### src/rtl/pwm_bank_if.sv
// pwm_bank_if -- Wishbone slave bus bundle for pwm_bank.
//
// Signals (directions as seen by the slave):
//   PWM_STB_I   strobe
//   PWM_WE_I    write enable
//   PWM_ADR_I   6-bit word address
//   PWM_DAT_I   32-bit write data
//   PWM_ACK_O   acknowledge, one cycle per access
//   PWM_DAT_O   32-bit read data, valid while PWM_ACK_O=1
interface pwm_bank_if;
    logic        PWM_STB_I;
    logic        PWM_WE_I;
    logic [5:0]  PWM_ADR_I;
    logic [31:0] PWM_DAT_I;
    logic        PWM_ACK_O;
    logic [31:0] PWM_DAT_O;

    modport slave (
        input  PWM_STB_I, PWM_WE_I, PWM_ADR_I, PWM_DAT_I,
        output PWM_ACK_O, PWM_DAT_O
    );

    modport master (
        output PWM_STB_I, PWM_WE_I, PWM_ADR_I, PWM_DAT_I,
        input  PWM_ACK_O, PWM_DAT_O
    );
endinterface

### src/rtl/pwm_bank.sv
// pwm_bank -- NCH-channel Wishbone PWM generator sharing one prescaled
// period counter. Each channel has its own duty and output polarity.
//
// Ports:
//   CLK_I     system clock
//   RST_N_I   asynchronous active-low reset
//   bus       Wishbone slave (pwm_bank_if.slave)
//   PWM_O     registered PWM outputs, bit n = channel n
//   PERIOD_O  one-clock pulse, registered from the period wrap
//
// Register map (word address):
//   0x00 CTRL      [0] EN, [1] LOAD (write-1 pulse, reads 0)
//   0x01 PRESCALE  [PW-1:0]
//   0x02 TOP       [CW-1:0]
//   0x03 POL       [NCH-1:0]
//   0x04 STATUS    [0] PEND, [CW+15:16] current count (read-only)
//   0x20+n DUTY[n] [CW-1:0]
//
// Build option PWM_SHADOW_EN: when defined, DUTY/TOP writes land in shadow
// registers copied to the active set on a wrap, on LOAD, or on EN 0->1.
// When undefined, DUTY/TOP writes go straight to the active registers.
module pwm_bank #(
    parameter int NCH = 4,
    parameter int CW  = 8,
    parameter int PW  = 16
) (
    input  logic             CLK_I,
    input  logic             RST_N_I,
    pwm_bank_if.slave        bus,
    output logic [NCH-1:0]   PWM_O,
    output logic             PERIOD_O
);

    localparam logic [5:0] ADR_CTRL   = 6'h00;
    localparam logic [5:0] ADR_PRE    = 6'h01;
    localparam logic [5:0] ADR_TOP    = 6'h02;
    localparam logic [5:0] ADR_POL    = 6'h03;
    localparam logic [5:0] ADR_STATUS = 6'h04;
    localparam logic [5:0] ADR_DUTY0  = 6'h20;

    // bus
    logic                    ack_q;
    logic [31:0]             dat_q, dat_d;
    logic                    wr, rd;
    logic                    wr_ctrl, wr_pre, wr_top, wr_pol;
    logic [NCH-1:0]          wr_duty;

    // configuration
    logic                    en_q, en_d;
    logic [PW-1:0]           pre_q, pre_d;
    logic [NCH-1:0]          pol_q, pol_d;
    logic [CW-1:0]           top_act_q, top_act_d;
    logic [NCH-1:0][CW-1:0]  duty_act_q, duty_act_d;

    // counters and outputs
    logic [PW-1:0]           pcnt_q, pcnt_d;
    logic [CW-1:0]           cnt_q, cnt_d;
    logic                    tick, wrap;
    logic [NCH-1:0]          pwm_q, pwm_d;
    logic                    period_q;

    // read-back views
    logic [CW-1:0]           top_rd;
    logic [NCH-1:0][CW-1:0]  duty_rd;
    logic                    pend_rd;

    logic                    unused_dat;
    assign unused_dat = ^bus.PWM_DAT_I;

`ifdef PWM_SHADOW_EN
    logic [CW-1:0]           top_sh_q, top_sh_d;
    logic [NCH-1:0][CW-1:0]  duty_sh_q, duty_sh_d;
    logic                    pend_q, pend_d;
    logic                    load;
`endif

    // ------------------------------------------------------------------
    // Bus decode: every access owns exactly one cycle with ACK low.
    // ------------------------------------------------------------------
    always_comb begin
        wr      = bus.PWM_STB_I & bus.PWM_WE_I & ~ack_q;
        rd      = bus.PWM_STB_I & ~bus.PWM_WE_I & ~ack_q;
        wr_ctrl = wr & (bus.PWM_ADR_I == ADR_CTRL);
        wr_pre  = wr & (bus.PWM_ADR_I == ADR_PRE);
        wr_top  = wr & (bus.PWM_ADR_I == ADR_TOP);
        wr_pol  = wr & (bus.PWM_ADR_I == ADR_POL);
        wr_duty = '0;
        for (int n = 0; n < NCH; n++)
            wr_duty[n] = wr & (bus.PWM_ADR_I == ADR_DUTY0 + 6'(n));
    end

    // ------------------------------------------------------------------
    // Prescaler and period counter.
    // ------------------------------------------------------------------
    always_comb begin
        // >= rather than == so that lowering PRESCALE below the running
        // pcnt ticks at once instead of running pcnt through its full range.
        tick = (pcnt_q >= pre_q);
        // >= against TOP also keeps cnt in range when TOP shrinks.
        wrap = en_q & tick & (cnt_q >= top_act_q);
        if (!en_q) begin
            pcnt_d = '0;
            cnt_d  = '0;
        end else begin
            pcnt_d = tick ? '0 : pcnt_q + 1'b1;
            if (tick)
                cnt_d = wrap ? '0 : cnt_q + 1'b1;
            else
                cnt_d = cnt_q;
        end
    end

    // ------------------------------------------------------------------
    // Configuration registers.
    // ------------------------------------------------------------------
    always_comb begin
        en_d  = wr_ctrl ? bus.PWM_DAT_I[0]      : en_q;
        pre_d = wr_pre  ? bus.PWM_DAT_I[PW-1:0] : pre_q;
        pol_d = wr_pol  ? bus.PWM_DAT_I[NCH-1:0] : pol_q;
`ifdef PWM_SHADOW_EN
        // A write coinciding with a load: the active copy takes the old
        // shadow (non-blocking read of *_sh_q) and PEND stays set.
        load      = wrap | (wr_ctrl & bus.PWM_DAT_I[1])
                         | (wr_ctrl & bus.PWM_DAT_I[0] & ~en_q);
        top_sh_d  = wr_top ? bus.PWM_DAT_I[CW-1:0] : top_sh_q;
        top_act_d = load ? top_sh_q : top_act_q;
        duty_sh_d  = duty_sh_q;
        duty_act_d = load ? duty_sh_q : duty_act_q;
        for (int n = 0; n < NCH; n++)
            if (wr_duty[n]) duty_sh_d[n] = bus.PWM_DAT_I[CW-1:0];
        if (wr_top | (|wr_duty))
            pend_d = 1'b1;
        else if (load)
            pend_d = 1'b0;
        else
            pend_d = pend_q;
        top_rd  = top_sh_q;
        duty_rd = duty_sh_q;
        pend_rd = pend_q;
`else
        top_act_d  = wr_top ? bus.PWM_DAT_I[CW-1:0] : top_act_q;
        duty_act_d = duty_act_q;
        for (int n = 0; n < NCH; n++)
            if (wr_duty[n]) duty_act_d[n] = bus.PWM_DAT_I[CW-1:0];
        top_rd  = top_act_q;
        duty_rd = duty_act_q;
        pend_rd = 1'b0;
`endif
    end

    // ------------------------------------------------------------------
    // Compare and polarity.
    // ------------------------------------------------------------------
    always_comb begin
        pwm_d = '0;
        for (int n = 0; n < NCH; n++)
            pwm_d[n] = (en_q & (cnt_q < duty_act_q[n])) ^ pol_q[n];
    end

    // ------------------------------------------------------------------
    // Read mux; data is only loaded in the access cycle, zero otherwise.
    // ------------------------------------------------------------------
    always_comb begin
        dat_d = '0;
        if (rd) begin
            case (bus.PWM_ADR_I)
                ADR_CTRL:   dat_d[0]        = en_q;
                ADR_PRE:    dat_d[PW-1:0]   = pre_q;
                ADR_TOP:    dat_d[CW-1:0]   = top_rd;
                ADR_POL:    dat_d[NCH-1:0]  = pol_q;
                ADR_STATUS: begin
                    dat_d[0]       = pend_rd;
                    dat_d[CW+15:16] = cnt_q;
                end
                default: begin
                    for (int n = 0; n < NCH; n++)
                        if (bus.PWM_ADR_I == ADR_DUTY0 + 6'(n))
                            dat_d[CW-1:0] = duty_rd[n];
                end
            endcase
        end
    end

    always_ff @(posedge CLK_I or negedge RST_N_I) begin
        if (!RST_N_I) begin
            ack_q      <= 1'b0;
            dat_q      <= '0;
            en_q       <= 1'b0;
            pre_q      <= '0;
            pol_q      <= '0;
            top_act_q  <= '1;
            duty_act_q <= '0;
            pcnt_q     <= '0;
            cnt_q      <= '0;
            pwm_q      <= '0;
            period_q   <= 1'b0;
`ifdef PWM_SHADOW_EN
            top_sh_q   <= '1;
            duty_sh_q  <= '0;
            pend_q     <= 1'b0;
`endif
        end else begin
            ack_q      <= bus.PWM_STB_I & ~ack_q;
            dat_q      <= dat_d;
            en_q       <= en_d;
            pre_q      <= pre_d;
            pol_q      <= pol_d;
            top_act_q  <= top_act_d;
            duty_act_q <= duty_act_d;
            pcnt_q     <= pcnt_d;
            cnt_q      <= cnt_d;
            pwm_q      <= pwm_d;
            period_q   <= wrap;
`ifdef PWM_SHADOW_EN
            top_sh_q   <= top_sh_d;
            duty_sh_q  <= duty_sh_d;
            pend_q     <= pend_d;
`endif
        end
    end

    assign bus.PWM_ACK_O = ack_q;
    assign bus.PWM_DAT_O = dat_q;
    assign PWM_O         = pwm_q;
    assign PERIOD_O      = period_q;

endmodule

### src/flat_wrapper.sv
// flat-port wrapper written by rule: the top's interface ports become plain ports
module pwm_bank_flat 
#(
    parameter int NCH = 4,
    parameter int CW  = 8,
    parameter int PW  = 16
)
  (CLK_I, RST_N_I, PWM_O, PERIOD_O, bus_PWM_STB_I, bus_PWM_WE_I, bus_PWM_ADR_I, bus_PWM_DAT_I, bus_PWM_ACK_O, bus_PWM_DAT_O);
  pwm_bank_if bus_i ();
  input  logic CLK_I;
  input  logic RST_N_I;
  output logic [NCH-1:0] PWM_O;
  output logic PERIOD_O;
  input wire logic [$bits(bus_i.PWM_STB_I)-1:0] bus_PWM_STB_I;
  input wire logic [$bits(bus_i.PWM_WE_I)-1:0] bus_PWM_WE_I;
  input wire logic [$bits(bus_i.PWM_ADR_I)-1:0] bus_PWM_ADR_I;
  input wire logic [$bits(bus_i.PWM_DAT_I)-1:0] bus_PWM_DAT_I;
  output wire logic [$bits(bus_i.PWM_ACK_O)-1:0] bus_PWM_ACK_O;
  output wire logic [$bits(bus_i.PWM_DAT_O)-1:0] bus_PWM_DAT_O;
  assign bus_i.PWM_STB_I = bus_PWM_STB_I;
  assign bus_i.PWM_WE_I = bus_PWM_WE_I;
  assign bus_i.PWM_ADR_I = bus_PWM_ADR_I;
  assign bus_i.PWM_DAT_I = bus_PWM_DAT_I;
  assign bus_PWM_ACK_O = bus_i.PWM_ACK_O;
  assign bus_PWM_DAT_O = bus_i.PWM_DAT_O;
  pwm_bank #(.NCH(NCH), .CW(CW), .PW(PW)) u_core (.CLK_I(CLK_I), .RST_N_I(RST_N_I), .bus(bus_i), .PWM_O(PWM_O), .PERIOD_O(PERIOD_O));
endmodule
### config.mk
export PLATFORM = sky130hd
export DESIGN_NAME = pwm_bank_flat
export DESIGN_NICKNAME = d
export VERILOG_FILES = /design/src/rtl/pwm_bank_if.sv /design/src/rtl/pwm_bank.sv /design/src/flat_wrapper.sv
export SDC_FILE = /design/constraint.sdc
export NUM_CORES = 1
export LEC_CHECK = 0
export ABC_AREA = 1
export CORE_ASPECT_RATIO = 0.7
export CORE_UTILIZATION = 69
export CTS_CLUSTER_SIZE = 24
export DETAILED_ROUTE_END_ITERATION = 12
export DONT_BUFFER_PORTS = 1
export GPL_TIMING_DRIVEN = 1
export PLACE_DENSITY = 0.85
export SETUP_SLACK_MARGIN = 0.4
export SLEW_MARGIN = 20
export SYNTH_ARGS = -nofsm -noshare
export SYNTH_HDL_FRONTEND = slang
export SYNTH_SLANG_ARGS = --single-unit
### constraint.sdc
create_clock -name CLK_I -period 5.75 [get_ports CLK_I]
set_input_delay 0.8625 -clock CLK_I [delete_from_list [all_inputs] [get_ports CLK_I]]
set_output_delay 0.8625 -clock CLK_I [all_outputs]
set_load 0.03 [all_outputs]
# --- Yosys cells after proc, flatten, opt, wreduce, memory -nomap -nowiden ---
# Index checks and enable logic that the tools add are counted.
classes:
  muxes: 15
  n_eq_ne: 9
  multipliers: 0
  shift: 0
  add_sub_neg: 2
  div: 0
  reduce_logical: 3
  magnitude_cmp: 6
  bitwise_logic: 25
op_table:
  columns: ["cell", "n"]
  rows:
  - ["2-to-1 mux 8 bit", 9]
  - ["< comparator 8 bit", 4]
  - ["2-to-1 mux 16 bit", 2]
  - ["equality test 6 bit (second input constant)", 4]
  - ["2-to-1 mux 24 bit", 1]
  - ["AND 1 bit", 19]
  - ["adder 16 x 1 -> 16 bit (second input constant)", 1]
  - ["greater-or-equal comparator 16 bit", 1]
  - ["equality test 6 x 2 -> 1 bit (second input constant)", 2]
  - ["case mux 3 bit (4 select lines)", 1]
  - ["case mux 4 bit (3 select lines)", 1]
  - ["adder 8 x 1 -> 8 bit (second input constant)", 1]
  - ["greater-or-equal comparator 8 bit", 1]
  - ["equality test 6 x 1 -> 1 bit (second input constant)", 1]
  - ["equality test 6 x 3 -> 1 bit (second input constant)", 1]
  - ["logical NOT 6 bit", 1]
  - ["case mux 1 bit (5 select lines)", 1]
  - ["XOR 1 bit", 4]
  - ["OR reduction 3 bit", 1]
  - ["inequality test 2 bit (second input constant)", 1]
  - ["inverter 1 bit", 2]
  - ["OR reduction 2 bit", 1]
word_totals:
  out_inout_bits: 38
  regBits: 115
  rom_bits: 0
  word_cells: 74
  latch_bits: 0
  n_memories: 0
  ram_bits: 0
  inputBits: 42

# --- Logic depth before layout (Yosys ltp) ---
logic_depth:
  word_depth: 7
  depth_mapped: 13

# --- Worst setup path after synthesis ---
# OpenSTA, ideal clock, no wires.
synth_path:
  path_type: "input-to-reg"
  startpoint: "input bus_PWM_ADR_I[3]"
  endpoint: "register u_core.duty_act_q[22] in the netlist's numbering"
  stages: 9
  slack_ns: 3.775
  n_path_buf: 1
  arrival_time_ns: 1.853
  setup_time_ns: 0.122
  path_cell_list: "inv_1 nand2_2 nor3_4 nand2_2 inv_2 nand2_2 buf_6 nand2_1 o21ai_2"
synth_between:
  elab_chain_cells: 2
synth_rtl:
  columns: ["element", "line_no", "text"]
  rows:
  - ["start: declaration", "flat_wrapper.sv:16", "input wire logic [$bits(bus_i.PWM_ADR_I)-1:0] bus_PWM_ADR_I;"]
  - ["equality test 6 bit", "pwm_bank.sv:89", "wr_duty[n] = wr & (bus.PWM_ADR_I == ADR_DUTY0 + 6'(n));"]
  - ["AND 1 bit", "pwm_bank.sv:89", null]
  - ["end signal: assignment", "pwm_bank.sv:209", "duty_act_q <= duty_act_d;"]
  - ["end: declaration", "pwm_bank.sv:53", "logic [NCH-1:0][CW-1:0] duty_act_q, duty_act_d;"]
# Every way passes these cells.
# A chain may end at the register's enable or synchronous reset.

# --- Worst setup path in the final report ---
layout_path:
  startpoint: "register u_core.pcnt_q[3]"
  endpoint: "register u_core.pcnt_q[8]"
layout_between:
  elab_chain_cells: 3
layout_rtl:
  columns: ["element", "line_no", "text"]
  rows:
  - ["start: declaration", "pwm_bank.sv:56", "logic [PW-1:0] pcnt_q, pcnt_d;"]
  - ["start signal: assignment", "pwm_bank.sv:210", "pcnt_q <= pcnt_d;"]
  - ["adder 16 x 1 -> 16 bit or greater-or-equal comparator 16 bit (tied branches)", "pwm_bank.sv:105, pwm_bank.sv:98", null]
  - ["2-to-1 mux 16 bit *", "pwm_bank.sv:105", "pcnt_d = tick ? '0 : pcnt_q + 1'b1;"]
  - ["2-to-1 mux 16 bit *", "pwm_bank.sv:101", "if (!en_q) begin"]
  - ["named net u_core.pcnt_d[8]", "pwm_bank.sv:56", null]
# Mark *: on every way through the listed nets, which the timed path passes. The rest lies on a longest branch.

==> impl_results.md <==
* Worst Tran Pin Value at 772.5 ps
* Leak at 3.432 nW
* Simple-Gate Fraction of Synth Area at 22.96%
* Nets at 859
* WP data arrival at 2560 ps
* Final setup TNS at 0 ps
* Worst endpoint required time at 6080 ps
* Ratio of cells with drive above 1 in the final layout at 12.50%
* Vias at 5409
* Routability cong. at 0.9185
* Post-synthesis async set-or-reset flop share at 100.0%
* Row Count at 29
* CP endpoint kind: flip-flop
* Count of cell types in the netlist at 41
* Worst-path clk slew at 60 ps
* Worst Clk Skew at 5.688 ps
* Placed insts at 868
* GRT Util Overall at 36.07%
* First-pass GRT wire length at 26980 µm
* Yosys warning count at 0
* Post-synthesis mux area share at 0%
* Layout area overhead at 10.98%
* Max-cap violations at 0
* Antenna Cells at 0
* CP max FO at 16
* Die Y at 83.32 µm
* IO Port Bufs at 0
* Slew HR at 48.50%
* Crit start category: flip-flop
* Prevailing post-synth register cell: dfrtp_1
* Post-CTS Hold Buffers at 0
* Clock sink count at 115
* Post-CTS Resized at 0
* Initial antenna violation count at 0
* Sequential area share after synthesis at 44.30%
* Status: finished clean
* Number of synthesized flops with an enable pin at 0
* Setup bufs post-CTS at 0
* Synth Area in Compound Gates at 11.29%
* Main combinational cell family by area after synthesis: simple AND/OR/NAND/NOR gates
* DR iter-0 viols at 448
* Clk Latency, worst-skew pair at 420 ps
* CP Class: reg2reg
* Area of the die at 9846 µm²
* Mean post-synth cell area at 8.611 µm²
* R2r startpoint: u_core.pcnt_q[3]$_DFF_PN0_
* Num CTS Buffers at 17
* Crit path from: u_core.pcnt_q[3]$_DFF_PN0_
* H-tree Lvls at 4
* Synth Area in Adders at 10.36%
* Total power divided by cell area at 314.2 nW/µm²
* Crit share post-route at 38.78%
* Drt drc at 0
* Initial Utilization at 71.58%
* Hold Vio Cnt, Final at 0
* GRT Residual Overflow at 0
* Synth Area in XOR/XNOR at 2.956%
* WL per Instance at 18.17 µm
* Clock Tree Root: clkbuf_16
* CTS max path bufs at 2
* FF+latch count, synth at 115
* Number of nets with antenna violations after routing at 0
* Largest net degree at the start of global routing at 116
* Non-filler instance count after layout at 900
* Minimum hold slack at 131.7 ps
* Number of standard cells after synthesis at 757
* DR vias/cell at 6.010
* Max Fclk at 448.5 MHz
* Die width at 118.2 µm
* RSZ-0062 raised after global routing: false
* HP Class: in2async
* 1st-pass router iterations at 5
* I/O pins at 80
* Layout Utilization at 79.43%
* Post-Syn Area at 6519 µm²
* Core area at 9107 µm²
* CTS tree: yes
* Vias in the first global route at 5386
* Final setup fails at 0
* Final Max Slew Viols at 0
* HPWL Detailed at 11420 µm
* Maximum vdd drop at 240.4 µV
* Crit path time final at 2230 ps
* Detailed Route WL at 16360 µm
## power breakdown
group / switching [mW] / leakage, nW / internal, mW
sequential: 0.0384 / 1.52 / 0.846
clock: 0.386 / 0.321 / 0.826
combinational: 0.124 / 1.59 / 0.0525
total: 0.548 / 3.43 / 1.72
## cells in the mapped netlist, types with 5 or more instances
cell type	instances	area [µm²]
o21ai_1	21	105.1
ha_1	54	675.7
o21ai_2	17	148.9
nor2_1	68	255.2
nand2_2	5	31.28
xor2_1	12	105.1
nand2_1	156	585.6
inv_2	5	18.77
dfrtp_1	107	2678
nand4_1	13	81.33
o21ai_0	33	165.2
dfstp_2	8	210.2
inv_1	96	360.4
clkbuf_1	5	18.77
nand3_1	39	195.2
buf_4	8	60.06
o21a_1	6	45.04
a21oi_2	8	70.07
nor3_1	22	110.1
nor2_2	6	37.54
xnor2_1	10	87.58
a21oi_1	20	100.1
## flip-flops by register name, summed over array words and instances (netlist names)
register and cells:
u_core.en_q 1, u_core.PERIOD_O 1, u_core.bus.PWM_ACK_O 1, u_core.duty_act_q 32, u_core.top_act_q 8, u_core.bus.PWM_DAT_O 24
u_core.pcnt_q 16, u_core.cnt_q 8, u_core.PWM_O 4, u_core.pol_q 4, u_core.pre_q 16
## cells by family after synthesis
logic type / Yosys count
and+or+nand+nor: 325
buffers and inverters: 122
AOI/OAI and AO/OA: 118
adders and majority gates: 54
xor gates and xnor gates: 22
other: 1
DFF: 115
## final timing paths
check | end | cells past startpoint | slack, ps
min reg2reg | u_core.duty_act_q[21]$_DFFE_PN0P_ | 2 | 480
min | u_core.bus.PWM_DAT_O[11]$_DFF_PN0_ | 0 | 130
max | u_core.pcnt_q[8]$_DFF_PN0_ | 8 | 3520
min in group CLK_I | u_core.duty_act_q[21]$_DFFE_PN0P_ | 2 | 480
max in group asynchronous | u_core.top_act_q[5]$_DFFE_PN1P_ | 0 | 5360
max reg2reg | u_core.pcnt_q[8]$_DFF_PN0_ | 8 | 3520
## final cells by class
class,instances,area [µm²]
multi-input cells,527,3131
clock buffers,20,446.7
clock inverters,12,226.5
inverters,102,387.9
flip-flops and latches,115,2888
fillers,590,1873
well taps,124,155.1
## worst max-delay path: stages (launching register included)
cell     delay [ps]
dfrtp_1         440
ha_1            360
a21oi_1         180
nand2_1          70
nand2_1          60
nand2_1         130
a21oi_4         310
nand3_2         360
nor2_1          230
## cells in the final DEF (no fill, tap or decap), types with 4 or more instances in the layout
master / n
nand2_1: 156
inv_1: 96
nor2_1: 68
o21ai_2: 17
dfrtp_1: 107
a21oi_1: 20
ha_1: 54
o211ai_1: 4
o21a_1: 6
nand2_2: 5
dfstp_2: 8
nand4_1: 13
conb_1: 8
xor2_1: 12
o21ai_0: 33
a21oi_2: 8
nor3_4: 4
nand3_2: 4
clkbuf_16: 17
nor2_2: 6
inv_2: 5
o21ai_1: 21
nand3_1: 39
bufinv_16: 6
o22ai_1: 4
xnor2_1: 10
nor3_1: 22
## per-stage QoR
stage	worst slack, ps	power (mW)	instance area, µm²
2_1_floorplan	3775	1.020	6545
3_3_place_gp	3465	1.051	6561
3_5_place_dp	3397	1.064	6561
4_1_cts	3536	2.271	7234
5_1_grt	3321	2.334	7234
6_report	3520	2.273	7234
## layer usage
metal	wire [µm]	vias to the layer above	GRT usage, %
li1	-	2483	-
met1	6941	2620	47.84
met2	7628	267	56.36
met3	1520	39	11.47
met4	266	0	11.77
met5	0	-	0
Power figures use the tool's default switching activity.
